### config.mk
export PLATFORM = sky130hd
export DESIGN_NAME = mc_alu_flat
export DESIGN_NICKNAME = d
export VERILOG_FILES = /design/src/rtl/mc_alu_if.sv /design/src/rtl/mc_alu.sv /design/src/flat_wrapper.sv
export SDC_FILE = /design/constraint.sdc
export NUM_CORES = 1
export LEC_CHECK = 0
export BUFFER_PORTS_ARGS = -buffer_cell sky130_fd_sc_hd__buf_2
export CAP_MARGIN = 30
export CORE_MARGIN = 3
export CORE_UTILIZATION = 40
export DETAILED_ROUTE_END_ITERATION = 6
export PLACE_DENSITY = 0.57
export SYNTH_ARGS = -nofsm -noshare
export SYNTH_HDL_FRONTEND = slang
export SYNTH_SLANG_ARGS = --single-unit
### constraint.sdc
create_clock -name CLK -period 2.62 [get_ports CLK]
set_clock_uncertainty 0.2 [all_clocks]
set_input_delay 0.524 -clock CLK [delete_from_list [all_inputs] [get_ports CLK]]
set_output_delay 0.524 -clock CLK [all_outputs]
set_load 0.01 [all_outputs]
### src/rtl/mc_alu_if.sv
// Bundle of the mc_alu request/response signals.
// The host drives the request side through the master modport; the ALU is the slave.
interface mc_alu_if #(
   parameter int WIDTH = 8
);
   logic             START;
   logic [WIDTH-1:0] DATA1;
   logic [WIDTH-1:0] DATA2;
   logic [2:0]       SELECT;
   logic [1:0]       RSC;
   logic [WIDTH-1:0] RESULT;
   logic             ZERO;
   logic             CARRY;
   logic             BUSY;
   logic             DONE;

   modport master (
      output START, DATA1, DATA2, SELECT, RSC,
      input  RESULT, ZERO, CARRY, BUSY, DONE
   );

   modport slave (
      input  START, DATA1, DATA2, SELECT, RSC,
      output RESULT, ZERO, CARRY, BUSY, DONE
   );
endinterface

### src/rtl/mc_alu.sv
// Multi-cycle ALU: single-step logic/add, shift-and-add multiply, and one-bit-per-step shifts.
// Results, flags and DONE are registered and only updated on the final step of an operation.
module mc_alu #(
   parameter int WIDTH = 8,
   parameter int SHW   = $clog2(WIDTH)
) (
   input logic     CLK,
   input logic     RESET,
   mc_alu_if.slave bus
);
   typedef enum logic {ST_IDLE = 1'b0, ST_BUSY = 1'b1} state_t;

   localparam logic [2:0] OP_FWD = 3'b000;
   localparam logic [2:0] OP_ADD = 3'b001;
   localparam logic [2:0] OP_AND = 3'b010;
   localparam logic [2:0] OP_OR  = 3'b011;
   localparam logic [2:0] OP_MUL = 3'b100;
   localparam logic [2:0] OP_LSL = 3'b101;
   localparam logic [2:0] OP_SHR = 3'b110;

   state_t           state_r, state_nxt_s;
   logic [2:0]       op_r, op_nxt_s;
   logic [1:0]       rsc_r, rsc_nxt_s;
   logic [WIDTH-1:0] a_r, a_nxt_s;
   logic [WIDTH-1:0] b_r, b_nxt_s;
   logic [WIDTH-1:0] acc_r, acc_nxt_s;
   logic [SHW-1:0]   cnt_r, cnt_nxt_s;
   logic             nz_r, nz_nxt_s;
   logic [WIDTH-1:0] result_r, result_nxt_s;
   logic             zero_r, zero_nxt_s;
   logic             carry_r, carry_nxt_s;
   logic             done_r, done_nxt_s;

   logic [WIDTH:0]   sum_s;
   logic [WIDTH-1:0] mac_s, shl_s, shr_s, fin_s;
   logic [31:0]      n_s, neff_s, steps_s;

   assign sum_s   = {1'b0, a_r} + {1'b0, b_r};
   assign mac_s   = b_r[0] ? (acc_r + a_r) : acc_r;
   assign shl_s   = nz_r ? {a_r[WIDTH-2:0], 1'b0} : a_r;
   assign n_s     = 32'(bus.DATA2);
   assign steps_s = (neff_s == 32'd0) ? 32'd1 : neff_s;

   // Effective shift distance: rotate wraps modulo WIDTH, other shifts saturate at WIDTH.
   always_comb begin
      neff_s = n_s;
      if (bus.SELECT == OP_SHR && bus.RSC == 2'b10) begin
         neff_s = n_s % 32'(WIDTH);
      end else if (n_s > 32'(WIDTH)) begin
         neff_s = 32'(WIDTH);
      end else begin
         neff_s = n_s;
      end
   end

   // One-bit right shift step selected by the latched mode (11 behaves as logical).
   always_comb begin
      shr_s = a_r;
      if (nz_r) begin
         case (rsc_r)
            2'b01:   shr_s = {a_r[WIDTH-1], a_r[WIDTH-1:1]};
            2'b10:   shr_s = {a_r[0], a_r[WIDTH-1:1]};
            default: shr_s = {1'b0, a_r[WIDTH-1:1]};
         endcase
      end else begin
         shr_s = a_r;
      end
   end

   // Value that the final step commits to RESULT.
   always_comb begin
      fin_s = {WIDTH{1'b0}};
      case (op_r)
         OP_FWD:  fin_s = b_r;
         OP_ADD:  fin_s = sum_s[WIDTH-1:0];
         OP_AND:  fin_s = a_r & b_r;
         OP_OR:   fin_s = a_r | b_r;
         OP_MUL:  fin_s = mac_s;
         OP_LSL:  fin_s = shl_s;
         OP_SHR:  fin_s = shr_s;
         default: fin_s = {WIDTH{1'b0}};
      endcase
   end

   // Next-state and datapath update for the IDLE/BUSY controller.
   always_comb begin
      state_nxt_s  = state_r;
      op_nxt_s     = op_r;
      rsc_nxt_s    = rsc_r;
      a_nxt_s      = a_r;
      b_nxt_s      = b_r;
      acc_nxt_s    = acc_r;
      cnt_nxt_s    = cnt_r;
      nz_nxt_s     = nz_r;
      result_nxt_s = result_r;
      zero_nxt_s   = zero_r;
      carry_nxt_s  = carry_r;
      done_nxt_s   = 1'b0;
      case (state_r)
         ST_IDLE: begin
            if (bus.START) begin
               state_nxt_s = ST_BUSY;
               op_nxt_s    = bus.SELECT;
               rsc_nxt_s   = bus.RSC;
               a_nxt_s     = bus.DATA1;
               b_nxt_s     = bus.DATA2;
               acc_nxt_s   = {WIDTH{1'b0}};
               // cnt holds the number of steps remaining after the current one
               case (bus.SELECT)
                  OP_MUL: begin
                     cnt_nxt_s = SHW'(WIDTH - 1);
                     nz_nxt_s  = 1'b1;
                  end
                  OP_LSL, OP_SHR: begin
                     cnt_nxt_s = SHW'(steps_s - 32'd1);
                     nz_nxt_s  = (neff_s != 32'd0);
                  end
                  default: begin
                     cnt_nxt_s = {SHW{1'b0}};
                     nz_nxt_s  = 1'b0;
                  end
               endcase
            end else begin
               state_nxt_s = ST_IDLE;
            end
         end
         ST_BUSY: begin
            case (op_r)
               OP_MUL: begin
                  acc_nxt_s = mac_s;
                  a_nxt_s   = {a_r[WIDTH-2:0], 1'b0};
                  b_nxt_s   = {1'b0, b_r[WIDTH-1:1]};
               end
               OP_LSL:  a_nxt_s = shl_s;
               OP_SHR:  a_nxt_s = shr_s;
               default: a_nxt_s = a_r;
            endcase
            if (cnt_r == {SHW{1'b0}}) begin
               state_nxt_s  = ST_IDLE;
               result_nxt_s = fin_s;
               zero_nxt_s   = (fin_s == {WIDTH{1'b0}});
               carry_nxt_s  = (op_r == OP_ADD) ? sum_s[WIDTH] : 1'b0;
               done_nxt_s   = 1'b1;
            end else begin
               cnt_nxt_s = cnt_r - {{(SHW-1){1'b0}}, 1'b1};
            end
         end
         default: state_nxt_s = ST_IDLE;
      endcase
   end

   // State and datapath registers with synchronous reset.
   always_ff @(posedge CLK) begin
      if (RESET) begin
         state_r  <= ST_IDLE;
         op_r     <= 3'b000;
         rsc_r    <= 2'b00;
         a_r      <= {WIDTH{1'b0}};
         b_r      <= {WIDTH{1'b0}};
         acc_r    <= {WIDTH{1'b0}};
         cnt_r    <= {SHW{1'b0}};
         nz_r     <= 1'b0;
         result_r <= {WIDTH{1'b0}};
         zero_r   <= 1'b1;
         carry_r  <= 1'b0;
         done_r   <= 1'b0;
      end else begin
         state_r  <= state_nxt_s;
         op_r     <= op_nxt_s;
         rsc_r    <= rsc_nxt_s;
         a_r      <= a_nxt_s;
         b_r      <= b_nxt_s;
         acc_r    <= acc_nxt_s;
         cnt_r    <= cnt_nxt_s;
         nz_r     <= nz_nxt_s;
         result_r <= result_nxt_s;
         zero_r   <= zero_nxt_s;
         carry_r  <= carry_nxt_s;
         done_r   <= done_nxt_s;
      end
   end

   assign bus.RESULT = result_r;
   assign bus.ZERO   = zero_r;
   assign bus.CARRY  = carry_r;
   assign bus.DONE   = done_r;
   assign bus.BUSY   = (state_r == ST_BUSY);
endmodule

### src/flat_wrapper.sv
// flat-port wrapper written by rule: the top's interface ports become plain ports
module mc_alu_flat 
#(
   parameter int WIDTH = 8,
   parameter int SHW   = $clog2(WIDTH)
)
  (CLK, RESET, bus_START, bus_DATA1, bus_DATA2, bus_SELECT, bus_RSC, bus_RESULT, bus_ZERO, bus_CARRY, bus_BUSY, bus_DONE);
  mc_alu_if #(.WIDTH(WIDTH)) bus_i ();
  input logic CLK;
  input logic RESET;
  input wire logic [$bits(bus_i.START)-1:0] bus_START;
  input wire logic [$bits(bus_i.DATA1)-1:0] bus_DATA1;
  input wire logic [$bits(bus_i.DATA2)-1:0] bus_DATA2;
  input wire logic [$bits(bus_i.SELECT)-1:0] bus_SELECT;
  input wire logic [$bits(bus_i.RSC)-1:0] bus_RSC;
  output wire logic [$bits(bus_i.RESULT)-1:0] bus_RESULT;
  output wire logic [$bits(bus_i.ZERO)-1:0] bus_ZERO;
  output wire logic [$bits(bus_i.CARRY)-1:0] bus_CARRY;
  output wire logic [$bits(bus_i.BUSY)-1:0] bus_BUSY;
  output wire logic [$bits(bus_i.DONE)-1:0] bus_DONE;
  assign bus_i.START = bus_START;
  assign bus_i.DATA1 = bus_DATA1;
  assign bus_i.DATA2 = bus_DATA2;
  assign bus_i.SELECT = bus_SELECT;
  assign bus_i.RSC = bus_RSC;
  assign bus_RESULT = bus_i.RESULT;
  assign bus_ZERO = bus_i.ZERO;
  assign bus_CARRY = bus_i.CARRY;
  assign bus_BUSY = bus_i.BUSY;
  assign bus_DONE = bus_i.DONE;
  mc_alu #(.WIDTH(WIDTH), .SHW(SHW)) u_core (.CLK(CLK), .RESET(RESET), .bus(bus_i));
endmodule
==> metrics, run 1 <==
outcome=finished with violations; failing checks=setup timing; WP data required=2640 ps; gr ovfl total=0; Fin Setup TNS=-59.61 ps; synthesis-stage register bit count=45; worst setup path category=flop to flop; Bufs on Longest Clock Path=2; clk slew on worst S/H paths=90 ps; Finished Cell Area=0.004272 mm²; post-synth top area share=25.57%; initial antenna violation count=0; Via density=5.705; fin. max-slew vios=0; syn nets=491; Worst EP arrival=2700 ps; DP HPWL=8310 µm; Remaining DRCs=0; drt wl/cell=17.27 µm; worst-margin pin slew=642.2 ps; max cap viols=0; Initial Util=42.04%; CTS tree=yes; async set or reset register ratio after synthesis=0%; antenna diode count=0; Hold Crit Class=flop to flop; Yosys warning count=0; die span in y=99.86 µm; Layout area overhead=21.24%; core area=0.008382 mm²; GRT busiest layer=met2; pre-CTS WS=-143.9 ps; crit share post-route=102.3%; Initial DRC Count=227; Final Hold Violating Endpoints=0; top post-synthesis cells by area=dfxtp_1 26%, ha_1 9.9%, nor2_1 6.9%; global-route usage over all layers=21.60%; Seq/Total Area, Yosys=25.57%; met2 Use GR=34.27%; distinct cell type count after synthesis=62; Pre-antenna DRT Iters=4; area post-placement=0.004064 mm²; die width=99.86 µm; most common flop cell mapped by yosys=dfxtp_1; CP Capture Type=flop; startpoint types=flop; cell accounting for the most synthesized area=dfxtp_1; # IOs=36; CP Launch Point=u_core.a_r[1]; HP Start=u_core.bus.CARRY; P per Cell Area=485.1 mW/mm²; Slew HR=57.09%; Placer Congestion=0.9130; Syn Inst Count=437; share of cells above drive strength 1=26.68%; vias in the first global route=3,277; FP Rows=33; Fmax=0.3732 GHz; met1 usage=29.27%; H-tree depth=2; die area=0.009971 mm²; final WL=10,550 µm; fin nets=560; Setup violations, final=1; Inserted Clock Buffers=5; first-pass GRT wire length=17,160 µm; largest net degree at the start of global routing=25; synthesized area=0.003523 mm²; via count=3,486; syn_area_per_cell=8.063 µm²; RSZ-0062 raised after global routing=true; Post-synth EDFFs=0; post-layout util=50.96%; crit path max fanout=2; # clock sinks=45; post-route antenna net violation count=0; global routing met3 resource utilization=3.753%; worst setup margin=-59.61 ps; PortBufs=35; Root Driver=clkbuf_8; Worst-Skew Late Latency=300 ps; peak supply drop=0.1914 mV; Min Clock Period, post-route=2680 ps; Leak=1.796 nW; r2r startpoint=u_core.a_r[1]
## worst max-delay path: stages, from the launching register on
cell and delay [ps]:
dfxtp_2 350, inv_2 40, buf_6 110, fa_2 420, xnor2_1 140, mux4_2 490, a211oi_2 220, nand2_1 70
or3_1 320, o31ai_2 220
## cell usage in the layout, fill, tap and decap left out, drive strengths merged, types with 5 or more instances in the layout
master,n
ha,28
inv,32
nor3b,5
nand3,6
clkbuf,5
nand2,31
o22ai,5
nor2,65
mux2i,17
a21oi,42
xnor2,6
nor2b,5
a211oi,25
buf,86
o21ai,8
nor3,6
a22oi,13
dfxtp,45
## path summary, 6_finish.rpt
check | to | slack (ps) | cells after the start
worst max-delay path | u_core.bus.ZERO | -60 | 9
worst min-delay path | u_core.bus.CARRY | 260 | 2
worst max register to register | u_core.bus.ZERO | -60 | 9
worst min register to register | u_core.bus.CARRY | 260 | 2
## state kept, by name, summed over array words and instances (netlist names)
name	cells
u_core.acc_r	8
u_core.bus.ZERO	1
u_core.a_r	8
u_core.nz_r	1
u_core.b_r	8
u_core.bus.BUSY	1
u_core.bus.RESULT	8
u_core.cnt_r	3
u_core.bus.DONE	1
u_core.rsc_r	2
u_core.op_r	3
u_core.bus.CARRY	1
## Yosys cell counts (all sizes together) (2+ instances only)
cell type	n
o21ai	8
nor3	6
a31oi	2
or2	2
a211oi	25
xor2	2
a211o	2
ha	28
a21oi	42
nor3b	5
o32ai	3
a2111oi	2
mux2i	17
clkbuf	23
and2	2
mux4	4
maj3	2
nor4b	2
mux2	2
and4	2
a311oi	2
xnor2	6
nor2	65
fa	2
a21o	4
o22ai	5
inv	32
o2bb2ai	4
nand2b	3
a221oi	3
dfxtp	45
or3	4
nand3	6
o21a	4
nor2b	5
o31ai	3
a22oi	13
and3	2
nand2	31
## layer usage
metal / routed length [µm] / vias up / part of all wire, %
met4: 353 / 0 / 3.3
met1: 4737 / 1623 / 45
met2: 4866 / 109 / 46
met5: 0 / - / 0
met3: 594 / 29 / 5.6
li1: - / 1725 / -
## final cells by class
class	count	area (µm²)
Timing Repair Buffer	86	574.3
Sequential cell	45	910.9
Clock buffer	5	68.82
Fill cell	815	4110
Multi-Input combinational cell	336	2431
Inverter	32	120.1
Clock inverter	2	35.03
Tap cell	105	131.4
## cells by family (layout without fill, tap and decap cells)
| logic type | Yosys count | after routing | synth area share [%] |
|---|---|---|---|
| AOI/OAI and AO/OA | 131 | 131 | 25.53 |
| xor gates and xnor gates | 8 | 8 | 1.989 |
| adders and majority gates | 32 | 32 | 11.65 |
| buffers and inverters | 56 | 125 | 8.274 |
| DFF | 45 | 45 | 25.57 |
| muxes | 23 | 23 | 8.026 |
| and+or+nand+nor | 142 | 142 | 18.96 |
## what timing repair did
item / in CTS / in global routing
hold buffers: 0 / 0
resized for setup: 12 / 13
buffers inserted: 1 / 0
pin swaps: 10 / 5
setup endpoints to repair: 3 / 7
## metrics by stage
| step | power [W] | std cells | hold WS (ps) |
|---|---|---|---|
| final | 0.002072 | 611 | 258.3 |
| after global routing | 0.002199 | 611 | 266.0 |
| after CTS | 0.002074 | 611 | 259.8 |
| after detailed placement | 0.001528 | 603 | 250.7 |
| after global placement | 0.001516 | 603 | 241.2 |
| after floorplan | 0.001263 | 437 | 246.7 |
## where the power goes
part / internal, W / switching [W]
combinational: 0.000337 / 0.000408
clock: 0.000278 / 0.000246
sequential: 0.000745 / 0.0000594
Note: power is estimated with default switching activity, not from simulation.
==> run 2: changes to the inputs <==
--- a/config.mk
+++ b/config.mk
@@ -10,7 +10,7 @@
 export CORE_MARGIN = 3
 export CORE_UTILIZATION = 40
 export DETAILED_ROUTE_END_ITERATION = 6
-export PLACE_DENSITY = 0.57
+export PLACE_DENSITY = 0.55
 export SYNTH_ARGS = -nofsm -noshare
 export SYNTH_HDL_FRONTEND = slang
 export SYNTH_SLANG_ARGS = --single-unit
==> constraint.sdc (replaced) <==
create_clock -name CLK -period 3.2 [get_ports CLK]
set_clock_uncertainty 0.2 [all_clocks]
set_input_delay 0.64 -clock CLK [delete_from_list [all_inputs] [get_ports CLK]]
set_output_delay 0.64 -clock CLK [all_outputs]
set_load 0.01 [all_outputs]
==> run 2 against run 1 <==
Effect of this change:
- the flow now finishes without violations
- fmax fell by 9.9%
- worst setup slack gained 290 ps
- non-clock buffer count down 36
- cell count shrank 5.9%
- total power shrank 22%
- first-iteration DRC count increased by 1.8%
- combinational power is 31% lower
- routed wire length fell by 4.0%
- global-route usage is 0.65 points lower
- clock-buffer cell count is the same
- critical path type unchanged
- highest routed layer unchanged
==> metrics, run 2 (synthesis gave the netlist of run 1 again) <==
Via density=5.774 (+1.2%); clk slew on worst S/H paths=90 ps (about the same); share of cells above drive strength 1=15.53% (-11 points); Critical Path Slowest Stage Cell=a2111oi_1; startpoint types=flop; die width=99.86 µm (unchanged); Filler cells=859 (+5.4%); H-tree depth=2 (unchanged); CTS tree=yes; WP data required=3230 ps (+590 ps); final WL=10,130 µm (-4.0%); initial antenna violation count=0 (unchanged); Top delay family on crit path=compound AO/OA/AOI/OAI gates; Setup violations, final=0 (-1); # IOs=36 (unchanged); Remaining DRCs=0 (unchanged); core area=0.008382 mm² (unchanged); die span in y=99.86 µm (unchanged); crit path max fanout=4 (+2); fin. max-slew vios=0 (unchanged); crit share post-route=92.91% (-9.4 points); via count=3,320 (-4.8%); Worst EP arrival=3000 ps (+300 ps); first-pass GRT wire length=16,480 µm (-3.9%); global-route usage over all layers=20.95% (-0.65 points); antenna diode count=0 (unchanged); Initial DRC Count=231 (+1.8%); switch share=34.88% (+0.49 points); DP HPWL=7743 µm (-6.8%); commonest cells after routing, fill and taps aside=65 x nor2_1, 44 x dfxtp_1, 42 x a21oi_1; outcome=finished clean; most common cell after layout, fill and taps aside=nor2_1; Inserted Clock Buffers=5 (unchanged); Reg power frac=41.2% (+2.4 points); largest net degree at the start of global routing=44 (+76%); combinational share of power=32.1% (-3.8 points); Worst-Skew Late Latency=300 ps (about the same); switching power=0.0005615 W (-21%); Placer Congestion=0.9479 (+3.8%); fin nets=524 (-6.4%); total power=0.001610 W (-22%); worst-margin pin slew=900.6 ps (+258.4 ps); Clock power frac=26.7% (+1.4 points); vias in the first global route=3,157 (-3.7%); Leak=1.591 nW (-11%); FP Rows=33 (unchanged); peak supply drop=0.2785 mV (+45%); CP Capture Type=flop; Post-CTS Setup Inserts=0 (-1); post-route antenna net violation count=0 (unchanged); # clock sinks=45 (unchanged); PortBufs=35 (unchanged); Pre-antenna DRT Iters=4 (unchanged); Fmax=0.3363 GHz (-9.9%); Min Clock Period, post-route=2973 ps (+293.5 ps); Final Hold Violating Endpoints=0 (unchanged); Bufs on Longest Clock Path=2 (unchanged); max cap viols=0 (unchanged); Slew HR=39.96% (-17 points); Fin Setup TNS=0 ps (+59.61 ps); die area=0.009971 mm² (unchanged); Root Driver=clkbuf_8; RSZ-0062 raised after global routing=false; Int Power=0.001048 W (-23%); gr ovfl total=0 (unchanged); drt wl/cell=17.62 µm (+2.0%); Hold Crit Class=flop to flop; worst setup path category=flop to flop; CP cell instances=inv_1 > ha_1 > a211oi_1 > o21ai_0 > a21oi_1 > nor4b_1 > a2111oi_1 > buf_4 > nand2_1 > o31ai_2; Buf+Inv Stages, Crit Path=2 (unchanged); Layout area overhead=10.05%; CP max stage delay=520 ps (+30 ps); P per Cell Area=415.1 mW/mm² (-14%); Initial Util=42.04% (unchanged)
run 2: cell count changes in the layout (fill, tap and decap cells not counted), moves of 3 or more:
cell and change:
buf_4 -34, dfxtp_1 +7, dfxtp_2 -7, a211oi_1 +4, a211oi_2 -3, ha_1 +3
run 2: power by group through the flow:
| stage | sequential [W] | clock (W) | combinational (W) |
|---|---|---|---|
| 2_1_floorplan | 0.000664 | 0 | 0.000367 |
| 3_3_place_gp | 0.000674 | 0 | 0.000505 |
| 3_5_place_dp | 0.000675 | 0 | 0.000513 |
| 4_1_cts | 0.000662 | 0.000444 | 0.000515 |
| 5_1_grt | 0.000670 | 0.000460 | 0.000581 |
| 6_report | 0.000663 | 0.000430 | 0.000517 |
run 2: routing by layer:
metal | up-vias | GRT usage, % | wire length [µm]
li1 | 1653 | - | -
met3 | 15 | 2.919 | 527
met1 | 1555 | 29.88 | 4948
met5 | - | 0 | 0
met2 | 97 | 32.89 | 4469
met4 | 0 | 6.197 | 184
run 2: cell type report:
type | instances | area [µm²] | area share (%)
Clock buffer | 5 | 68.82 | 1.775
Clock inverter | 2 | 35.03 | 0.9035
Inverter | 32 | 120.1 | 3.098
Multi-Input combinational cell | 336 | 2332 | 60.15
Sequential cell | 45 | 902.1 | 23.27
Tap cell | 105 | 131.4 | 3.388
Timing Repair Buffer | 50 | 287.8 | 7.422
run 2: path summary, 6_finish.rpt:
path	slack (ps)	start	cells past startpoint	end
setup / recovery	230	u_core.b_r[1]	10	u_core.bus.ZERO
hold / removal	270	u_core.bus.CARRY	2	u_core.bus.CARRY
setup reg to reg	230	u_core.b_r[1]	10	u_core.bus.ZERO
hold reg to reg	270	u_core.bus.CARRY	2	u_core.bus.CARRY
run 2: what timing repair did:
item,in CTS,in global routing
endpoints found under the hold margin,0,0
gates resized for setup,0,1
hold buffers,0,0
endpoints found under the setup margin,0,1
run 2: worst register-to-register path, stage by stage, from the launching register on:
cell,delay (ps)
dfxtp_1,390
inv_1,110
ha_1,300
a211oi_1,450
o21ai_0,180
a21oi_1,210
nor4b_1,90
a2111oi_1,520
buf_4,220
nand2_1,60
o31ai_2,170
run 2: per-stage QoR:
stage	hold slack [ps]	cells	setup slack, ps	utilization (%)	instance area, µm²
6_report	266.6	575	226.9	46.26	3877
5_1_grt	285.1	575	69.37	46.26	3877
4_1_cts	264.5	575	121.6	46.25	3876
3_5_place_dp	246.7	568	158.1	45.01	3772
3_3_place_gp	245.0	568	221.8	45.01	3772
2_1_floorplan	246.7	437	437.4	-	3523
